$ cat src/rtl/sar_search.sv
// Successive-approximation search that drives an external comparator to find an unknown target.
// A search of p probes raises done 2p edges after start is sampled; start is ignored while busy.
module sar_search #(
  parameter int W = 8
) (
  input  logic         clk,
  input  logic         rst_n,
  input  logic         start,
  output logic [W-1:0] guess,
  input  logic         aeb,
  input  logic         agb,
  input  logic         alb,
  output logic         busy,
  output logic         done,
  output logic [W-1:0] result,
  output logic         err,
  output logic [3:0]   probes
);

  typedef enum logic [1:0] {
    IDLE  = 2'd0,
    PROBE = 2'd1,
    EVAL  = 2'd2
  } state_t;

  state_t state, state_nxt;

  // One extra bit so hi = 2^W-1 plus lo cannot wrap, and guess+1 at the top stays exact.
  logic [W:0] lo;
  logic [W:0] hi;
  logic [W:0] guess_ext;
  logic [W:0] sum;
  logic [W:0] one_ext;

  logic found;
  logic fail;
  logic shrink_hi;
  logic raise_lo;

  assign one_ext   = {{W{1'b0}}, 1'b1};
  assign guess_ext = {1'b0, guess};
  assign sum       = lo + hi;
  assign busy      = (state == PROBE) || (state == EVAL);

  always_ff @(posedge clk or negedge rst_n) begin
    if (!rst_n) begin
      state <= IDLE;
    end else begin
      state <= state_nxt;
    end
  end

  always_comb begin
    state_nxt = state;
    found     = 1'b0;
    fail      = 1'b0;
    shrink_hi = 1'b0;
    raise_lo  = 1'b0;
    case (state)
      IDLE: begin
        if (start) begin
          state_nxt = PROBE;
        end
      end
      PROBE: begin
        state_nxt = EVAL;
      end
      EVAL: begin
        // A comparator that is not one-hot can't be trusted, so the search aborts.
        case ({aeb, agb, alb})
          3'b100: found = 1'b1;
          3'b010: begin
            if (guess_ext == lo) begin
              fail = 1'b1;
            end else begin
              shrink_hi = 1'b1;
            end
          end
          3'b001: begin
            if (guess_ext == hi) begin
              fail = 1'b1;
            end else begin
              raise_lo = 1'b1;
            end
          end
          default: fail = 1'b1;
        endcase
        state_nxt = (found || fail) ? IDLE : PROBE;
      end
      default: begin
        state_nxt = IDLE;
      end
    endcase
  end

  always_ff @(posedge clk or negedge rst_n) begin
    if (!rst_n) begin
      guess  <= '0;
      lo     <= '0;
      hi     <= '0;
      result <= '0;
      probes <= '0;
      done   <= 1'b0;
      err    <= 1'b0;
    end else begin
      done <= 1'b0;
      case (state)
        IDLE: begin
          if (start) begin
            lo     <= '0;
            hi     <= {1'b0, {W{1'b1}}};
            probes <= '0;
            err    <= 1'b0;
          end
        end
        PROBE: begin
          guess <= sum[W:1];
        end
        EVAL: begin
          probes <= probes + 4'd1;
          if (found) begin
            result <= guess;
            done   <= 1'b1;
          end
          if (fail) begin
            err  <= 1'b1;
            done <= 1'b1;
          end
          if (shrink_hi) begin
            hi <= guess_ext - one_ext;
          end
          if (raise_lo) begin
            lo <= guess_ext + one_ext;
          end
        end
        default: begin
          done <= 1'b0;
        end
      endcase
    end
  end

endmodule

$ cat config.mk
export PLATFORM = sky130hd
export DESIGN_NAME = sar_search
export DESIGN_NICKNAME = d
export VERILOG_FILES = /design/src/rtl/sar_search.sv
export SDC_FILE = /design/constraint.sdc
export NUM_CORES = 1
export LEC_CHECK = 0
export BUFFER_PORTS_ARGS = -buffer_cell sky130_fd_sc_hd__buf_2
export CORE_MARGIN = 1
export CORE_UTILIZATION = 40
export DETAILED_ROUTE_END_ITERATION = 6
export HOLD_SLACK_MARGIN = 0.06
export SLEW_MARGIN = 5
export SYNTH_ARGS = -nofsm -noshare
export SYNTH_HDL_FRONTEND = slang
export SYNTH_SLANG_ARGS = --single-unit
$ cat constraint.sdc
create_clock -name clk -period 2.9 [get_ports clk]
set_input_delay 0.58 -clock clk [delete_from_list [all_inputs] [get_ports clk]]
set_output_delay 0.58 -clock clk [all_outputs]
set_load 0.01 [all_outputs]
==> results.toml, run 1 <==
[floorplanning]
core_um2 = 6420
initial_core_util_pct = 42.0
die_h_um = 84.1
fp.dieArea_um2 = 7070
die_w_um = 84.1
rows = 29
io_pins = 29

[timing]
min_period_ps = 2090
rsz0062_at_grt = "false"
postLayoutSetupSlackWorst_ps = 811
finalCritPeriodShare_pct = 72.0
timing.fmax_mhz = 479
drv_slew = 0
skew_ps = 8.08
hold_viol = 0
fin_tns_setup_ps = 0
setup_viol = 0
worstMarginPinSlew_ps = 585
relSlewSlack_pct = 61.0

[min_path]
min_path_type = "primary input to asynchronous set/reset pin"

[placement]
port_buffers = 28
placed_cells = 365
pre_cts_ws_ps = 840
dp_hpwl_um = 4530
place_congestion = 0.814

[status]
status = "finished, final reports clean"

[global_routing]
grt_pass1_wl_um = 10400
grt_usage_pct = 19.1
grt_max_degree = 25
grt_pass1_vias = 2006
grt_overflow = 0
antenna_found_initial = 0

[critical_path]
worstSetupStartpoint = "lo[0]"
crit_end = "guess[7]"
cp.arrival_ps = 2290
r2r-start = "lo[0]"
crit_fanout = 5
timing.rr.end = "guess[7]"
crit_required_ps = 3100
reg2regPathDepth = 7
cp-start-kind = "flop"
worstSetupPathType = "flop to flop"
endpoint_kind = "flop"
rrSetupSlack_ps = 810

[synthesis]
ys_seq_area_share_pct = 39.0
synth_nets = 294
synth.avg_cell_area_um2 = 9.91
synth.largest_area_cell = "dfrtp_1"
yosysWarnings = 0
synth_cell_type_count = 45
ys.flop_type = "dfrtp_1"
synth_area_leaders = "dfrtp_1 39%, xor2_1 7.5%, ha_1 7.0%"
syn_inst = 272
synth_edf_count = 0
synthArstFlopShare_pct = 100
yosysMostFrequentCell = "dfrtp_1"
syn_area_um2 = 2700
synth_common_cells = "42 x dfrtp_1, 25 x nand2_1, 23 x xor2_1, 18 x nor2_1, 17 x mux2i_1"
ys_seq_elements = 42
yosysTopAreaCellShare_pct = 39.0

[clock_network]
cts.sink_count = 42
clkTransAtPathRegs_ps = 90
clock_path_buffers = 2
cts_resized = 0
clock-root-buffer = "clkbuf_8"
post_cts_buffers = 0
cts_tree = "built"
cts_hold_buf = 0
clock_latency_ps = 310
numCtsBuffers = 5
h-tree-depth = 2

[cells_and_area]
finalNonFillerCells = 373
nets = 317
area_delta_synth_final_pct = 9.51
diodes = 0
n_fill_cell = 627
drive_gt1_share_pct = 19.9

[pwr]
p_leak_nw = 1.30
ir_worst_vdd_uv = 434
power.density_nw_per_um2 = 1020

[run]
max_cap_violations = 0

[drt]
wl_per_cell_um = 16.7
final_antenna_net_count = 0
vias = 2068
wl_um = 6220
drt_pass1_iterations = 4
drc = 0
vias_per_cell = 5.54
first_iter_violations = 118
## power by group
group | switching, mW | internal, mW | leakage, nW | total [mW]
sequential | 0.327 | 0.776 | 0.502 | 1.10
clock | 0.231 | 0.172 | 0.0408 | 0.404
combinational | 0.792 | 0.701 | 0.758 | 1.49
total | 1.35 | 1.65 | 1.30 | 3.00
## state kept, by name, summed over array words and instances (netlist names)
signal / flops
hi: 9
result: 8
err: 1
probes: 4
done: 1
lo: 9
guess: 8
state: 2
## per-stage QoR
step	instance area, µm²	power (mW)	hold slack (ps)	util [%]
global route	2950	3.25	308	46.0
detailed placement	2860	2.60	489	44.5
global placement	2860	2.57	485	44.5
finish	2950	3.00	267	46.0
CTS	2950	3.01	289	46.0
floorplan	2700	2.20	284	-
## worst max-delay path, stage by stage, from the launching register on
cell and delay [ps]:
dfrtp_1 450, and2_1 200, fa_1 410, a21oi_1 220, o21ai_0 160, a211oi_1 320
or3_1 160, nand3_1 60
## cell families after synthesis
| group | Yosys count | share of synthesized area, % |
|---|---|---|
| mux | 28 | 10.9 |
| xor+xnor | 34 | 11.3 |
| simple gates | 83 | 15.5 |
| compound gates | 44 | 10.7 |
| buf+inv | 25 | 4.92 |
| flops | 42 | 39.0 |
| fa+ha+maj | 16 | 7.70 |
## layout make-up
type                       count  area [µm²]  share of cell area [%]
clock inverter                 3        23.8                   0.805
sequential                    42        1050                    35.6
tap                           77        96.3                    3.26
clock buffer                   5        68.8                    2.33
timing repair buffer          31         163                    5.51
multi-input combinational    205        1510                    51.2
inverter                      10        37.5                    1.27
## how the worst min path moves through the flow
stage	from	cells past startpoint	endpoint	slack, ps
finish	rst_n	1	lo[6]	270
global route	rst_n	1	result[1]	310
CTS	rst_n	1	result[1]	290
detailed placement	err	1	err	490
global placement	result[5]	1	result[5]	480
floorplan	rst_n	0	done	280
## routing by layer
layer / track usage [%] / vias to the layer above / share of wire, %
li1: - / 989 / -
met1: 26.5 / 1028 / 49
met2: 30.6 / 45 / 46
met3: 3.66 / 6 / 4.5
met4: 5.17 / 0 / 1.2
met5: 0 / - / 0
## placed cells by master, fill, tap and decap left out, types with 10 or more instances in the layout
master	count
dfrtp_1	42
buf_2	28
nand2_1	25
xor2_1	23
nor2_1	18
mux2i_1	17
o21ai_0	16
ha_1	15
mux2_2	11
inv_1	10
xnor2_1	10
Note: power is estimated with default switching activity, not from simulation.
==> run 2: changes to the inputs <==
==> constraint.sdc (replaced) <==
create_clock -name clk -period 1.85 [get_ports clk]
set_input_delay 0.37 -clock clk [delete_from_list [all_inputs] [get_ports clk]]
set_output_delay 0.37 -clock clk [all_outputs]
set_load 0.01 [all_outputs]
==> run 2 against run 1 <==
The flow now finishes with violations (DRC); critical path depth down 1; clock skew up 1.4 ps; global-route usage up 1.0 points; cell area up 11%; utilization up 5.2 points; largest power group unchanged; highest routed layer unchanged.
==> results.toml, run 2 (same netlist as run 1, synthesis figures left out) <==
[global_routing]
grt_max_degree = 43
grt_pass1_vias = 2265
antenna_found_initial = 0
grt_pass1_wl_um = 11000
grt_overflow = 0
grt_usage_pct = 20.1

[timing]
worstMarginPinSlew_ps = 564
drv_slew = 0
skew_ps = 9.46
min_period_ps = 1830
rsz0062_at_grt = "true"
hold_viol = 0
holdWs_ps = 136
relSlewSlack_pct = 62.4
timing.fmax_mhz = 547
setup_viol = 0
finalCritPeriodShare_pct = 98.8

[drt]
drc = 4
vias = 2152
wl_per_cell_um = 16.5
wl_um = 6670
final_antenna_net_count = 0
first_iter_violations = 125
vias_per_cell = 5.31
drt_pass1_iterations = 6

[critical_path]
endpoint_kind = "flop"
worstSetupPathType = "flop to flop"
cp-start-kind = "flop"
critPathSlowestCell = "dfrtp_2"
crit_required_ps = 2040
max_stage_delay_ps = 440
crit_chain = "ha_1 > a31o_2 > a21o_1 > a211oi_2 > xnor2_1 > mux2_4"
crit_fanout = 4
critPathBufInv = 0
rrSetupSlack_ps = 20
cp.arrival_ps = 2020
crit_family = "compound AO/OA/AOI/OAI gates"

[cells_and_area]
final_cell_mix = "39 x dfrtp_1, 34 x buf_4, 28 x buf_2, 25 x nand2_1, 23 x xor2_1"
n_fill_cell = 620
multiInputGateArea_um2 = 1580
register_area_um2 = 1050
diodes = 0
reg_top3 = "hi: 9 flops, lo: 9 flops"
layout_commonest_cell = "dfrtp_1"
nets = 349
stdcell_area_um2 = 3290
drive_gt1_share_pct = 32.3
area_delta_synth_final_pct = 21.9

[clock_network]
cts.sink_count = 42
clock-root-buffer = "clkbuf_8"
numCtsBuffers = 5
clkTransAtPathRegs_ps = 90
cts_tree = "built"
post_cts_buffers = 0
h-tree-depth = 2
clock_latency_ps = 300
clock_path_buffers = 2

[status]
violations = "DRC"
status = "finished, violations left"

[floorplanning]
die_h_um = 84.1
io_pins = 29
die_w_um = 84.1
core_um2 = 6420
rows = 29
fp.dieArea_um2 = 7070
initial_core_util_pct = 42.0

[pwr]
p_leak_nw = 1.48
power.density_nw_per_um2 = 1670
ir_worst_vdd_uv = 919

[run]
max_cap_violations = 0

[placement]
dp_hpwl_um = 5000
place_congestion = 0.847
port_buffers = 28
dpl_cell_area_um2 = 3110

[min_path]
min_path_type = "primary input to asynchronous set/reset pin"
-- run 2: cell count changes in the layout (fill, tap and decap cells not counted), moves of 2 or more --
cell and change:
dfrtp_2 +3, o21ai_1 +2, o21ai_0 -3, a21oi_2 +2, buf_4 +31, a211oi_1 -3, mux2_2 -2, mux2_4 +2
a211oi_2 +3, dfrtp_1 -3, a21oi_1 -2
-- run 2: final timing paths --
path,startpoint,endpoint,depth (start not counted)
min in group clk,aeb,state[0],3
worst max register to register,hi[1],guess[6],6
worst min register to register,result[2],result[2],1
max in group asynchronous,rst_n,hi[1],2
worst min-delay path,rst_n,lo[3],2
worst max-delay path,hi[1],guess[6],6
-- run 2: stage by stage --
step / power [mW] / TNS, ps / instances / utilization, % / setup slack [ps]
after floorplan: 3.47 / 0 / 272 / - / 18.6
after global placement: 4.50 / -102 / 397 / 48.4 / -62.5
after detailed placement: 4.56 / -252 / 397 / 48.4 / -106
after CTS: 5.37 / -31.6 / 405 / 50.3 / -31.6
after global routing: 5.89 / -78.6 / 405 / 51.2 / -31.2
final: 5.48 / 0 / 405 / 51.2 / 21.4
-- run 2: what timing repair did --
action	CTS	global route
hold buffers	0	0
endpoints found under the setup margin	5	22
pin swaps	7	9
gates resized for setup	4	16
-- run 2: final cells by class --
class | count | area share [%]
Clock buffer | 5 | 2.09
Clock inverter | 3 | 1.37
Inverter | 10 | 1.14
Multi-Input combinational cell | 205 | 48.0
Sequential cell | 42 | 32.1
Tap cell | 77 | 2.93
Timing Repair Buffer | 63 | 12.4
-- run 2: layer usage --
layer,up-vias,track usage (%),wire [µm],part of all wire (%)
met5,-,0,0,0
met4,0,7.68,71,1.1
met3,7,3.36,168,2.5
met2,41,32.0,3090,46
met1,1052,27.6,3340,50
li1,1052,-,-,-
-- run 2: where the power goes --
group | leakage, nW | switching, mW | internal, mW
clock network | 0.0504 | 0.350 | 0.402
logic | 0.930 | 1.64 | 1.56
registers | 0.498 | 0.301 | 1.22
==> run 3: changes to the inputs <==
--- a/config.mk
+++ b/config.mk
@@ -5,6 +5,7 @@
 export SDC_FILE = /design/constraint.sdc
 export NUM_CORES = 1
 export LEC_CHECK = 0
+export ABC_AREA = 1
 export BUFFER_PORTS_ARGS = -buffer_cell sky130_fd_sc_hd__buf_2
 export CORE_MARGIN = 1
 export CORE_UTILIZATION = 40
==> run 3 against run 2 <==
The run still ends with DRC left; die area is essentially flat; worst setup slack gained 95 ps; highest routed layer unchanged; synthesized cell count up 25%.
==> results.toml, run 3 <==
[status]
status = "finished, violations left"
violations = "DRC"

[global_routing]
grt_max_degree = 43
antenna_found_initial = 0
grt_pass1_wl_um = 11200
grt_usage_pct = 20.0
grt_overflow = 0
grt_pass1_vias = 2274

[synthesis]
synth.avg_cell_area_um2 = 7.96
yosysTopAreaCellShare_pct = 39.0
synth_cell_type_count = 40
yosysWarnings = 0
synth.largest_area_cell = "dfrtp_1"
ys_seq_area_share_pct = 39.0
synthArstFlopShare_pct = 100
syn_inst = 339
synth_area_leaders = "dfrtp_1 39%, nand2_1 12%, ha_1 7.0%"
synth_nets = 361
yosysMostFrequentCell = "nand2_1"
synth_edf_count = 0
ys.flop_type = "dfrtp_1"
synth_common_cells = "83 x nand2_1, 42 x dfrtp_1, 28 x inv_1, 28 x nand3_1, 23 x o21ai_0"
ys_seq_elements = 42
syn_area_um2 = 2700

[clock_network]
clkTransAtPathRegs_ps = 90
clock_latency_ps = 300
numCtsBuffers = 5
cts.sink_count = 42
clock_path_buffers = 2
clock-root-buffer = "clkbuf_8"
cts_tree = "built"
h-tree-depth = 2

[cells_and_area]
drive_gt1_share_pct = 23.7
diodes = 0
nets = 401
stdcell_area_um2 = 3160
layout_commonest_cell = "nand2_1"
finalNonFillerCells = 457
reg_top3 = "hi: 9 flops, lo: 9 flops"
area_delta_synth_final_pct = 17.0
finish.utilization_pct = 49.1
final_cell_mix = "83 x nand2_1, 42 x dfrtp_1, 28 x inv_1, 28 x nand3_1, 28 x buf_2"
n_fill_cell = 660

[pwr]
p_leak_nw = 1.58
ir_worst_vdd_uv = 607
power.density_nw_per_um2 = 1830

[timing]
min_period_ps = 1730
hold_viol = 0
drv_slew = 0
relSlewSlack_pct = 70.7
timing.fmax_mhz = 577
fin_tns_setup_ps = 0
worstMarginPinSlew_ps = 436
skew_ps = 14.3
rsz0062_at_grt = "true"
finalCritPeriodShare_pct = 93.7
holdWs_ps = 475
setup_viol = 0

[drt]
first_iter_violations = 203
vias = 2351
final_antenna_net_count = 0
drt_pass1_iterations = 7
drc = 6
vias_per_cell = 5.14
wl_per_cell_um = 14.2
wl_um = 6480

[placement]
placed_cells = 447
dp_hpwl_um = 4980
port_buffers = 28
dpl_cell_area_um2 = 2980
place_congestion = 0.904

[floorplanning]
initial_core_util_pct = 42.0
io_pins = 29
fp.dieArea_um2 = 7080
rows = 29
die_w_um = 84.1
die_h_um = 84.1
core_um2 = 6420

[critical_path]
timing.rr.end = "guess[4]"
r2r-start = "hi[2]"
rrSetupSlack_ps = 120
crit_required_ps = 2020
crit_fanout = 5
cp.arrival_ps = 1900
endpoint_kind = "flop"
worstSetupPathType = "flop to flop"
reg2regPathDepth = 7
cp-start-kind = "flop"

[min_path]
hp-start = "probes[3]"
hold_depth = 1
hold_path_end = "probes[3]"
min_path_type = "flop to flop"

[run]
max_cap_violations = 0
[run 3: area by class of cell]
type                    count  area (µm²)  share of cell area [%]
multi-input cells         247        1450                    46.1
clock inverters             2        60.1                    1.90
well taps                  77        96.3                    3.05
flip-flops and latches     42        1050                    33.3
repair buffers             40         245                    7.77
clock buffers               6        82.6                    2.62
inverters                  43         166                    5.27
[run 3: stage by stage]
stage	total power, mW	setup WS [ps]
after floorplan	3.92	184
after global placement	4.77	54.9
after detailed placement	4.80	63.9
after CTS	5.75	51.9
after global routing	6.29	-40.3
final	5.77	116
[run 3: kinds of logic (layout without fill, tap and decap cells)]
group	Yosys count	in the layout	synth area share, %
adders and majority gates	16	16	7.70
DFF	42	42	39.0
AOI/OAI and AO/OA	61	61	13.8
xor gates and xnor gates	11	11	3.57
and+or+nand+nor	159	159	28.3
buffers and inverters	50	91	7.70
[run 3: critical path, stage by stage (launching register included)]
cell and delay [ps]:
dfrtp_1 450, ha_1 370, nand2_1 60, o21ai_1 220, a21oi_1 120, or2_0 210, nand3_1 70, o21ai_0 100
[run 3: metal layers]
layer	vias up	routed length (µm)	track usage, %
met5	-	0	0
met4	0	120	7.68
met3	12	187	2.57
met2	47	2880	30.7
met1	1107	3280	28.7
li1	1185	-	-
[run 3: what timing repair did]
action / 4_1_cts / 5_1_grt
gates resized for setup: 0 / 3
hold endpoints to repair: 42 / 0
setup buffers: 0 / 1
hold buffers: 1 / 0
endpoints found under the setup margin: 0 / 6
[run 3: power by group]
| part | switching [mW] | internal, mW | leakage (nW) |
|---|---|---|---|
| Combinational | 1.94 | 1.19 | 0.968 |
| Sequential | 0.447 | 1.28 | 0.536 |
| Clock | 0.340 | 0.576 | 0.0714 |
[run 3: worst max-delay path by stage]
| stage | startpoint | end | slack, ps |
|---|---|---|---|
| finish | hi[2] | guess[4] | 120 |
| global route | hi[2] | guess[4] | -40 |
| CTS | hi[0] | guess[5] | 50 |
| detailed placement | hi[0] | guess[5] | 60 |
| global placement | hi[0] | guess[5] | 50 |
| floorplan | state[0] | hi[2] | 180 |
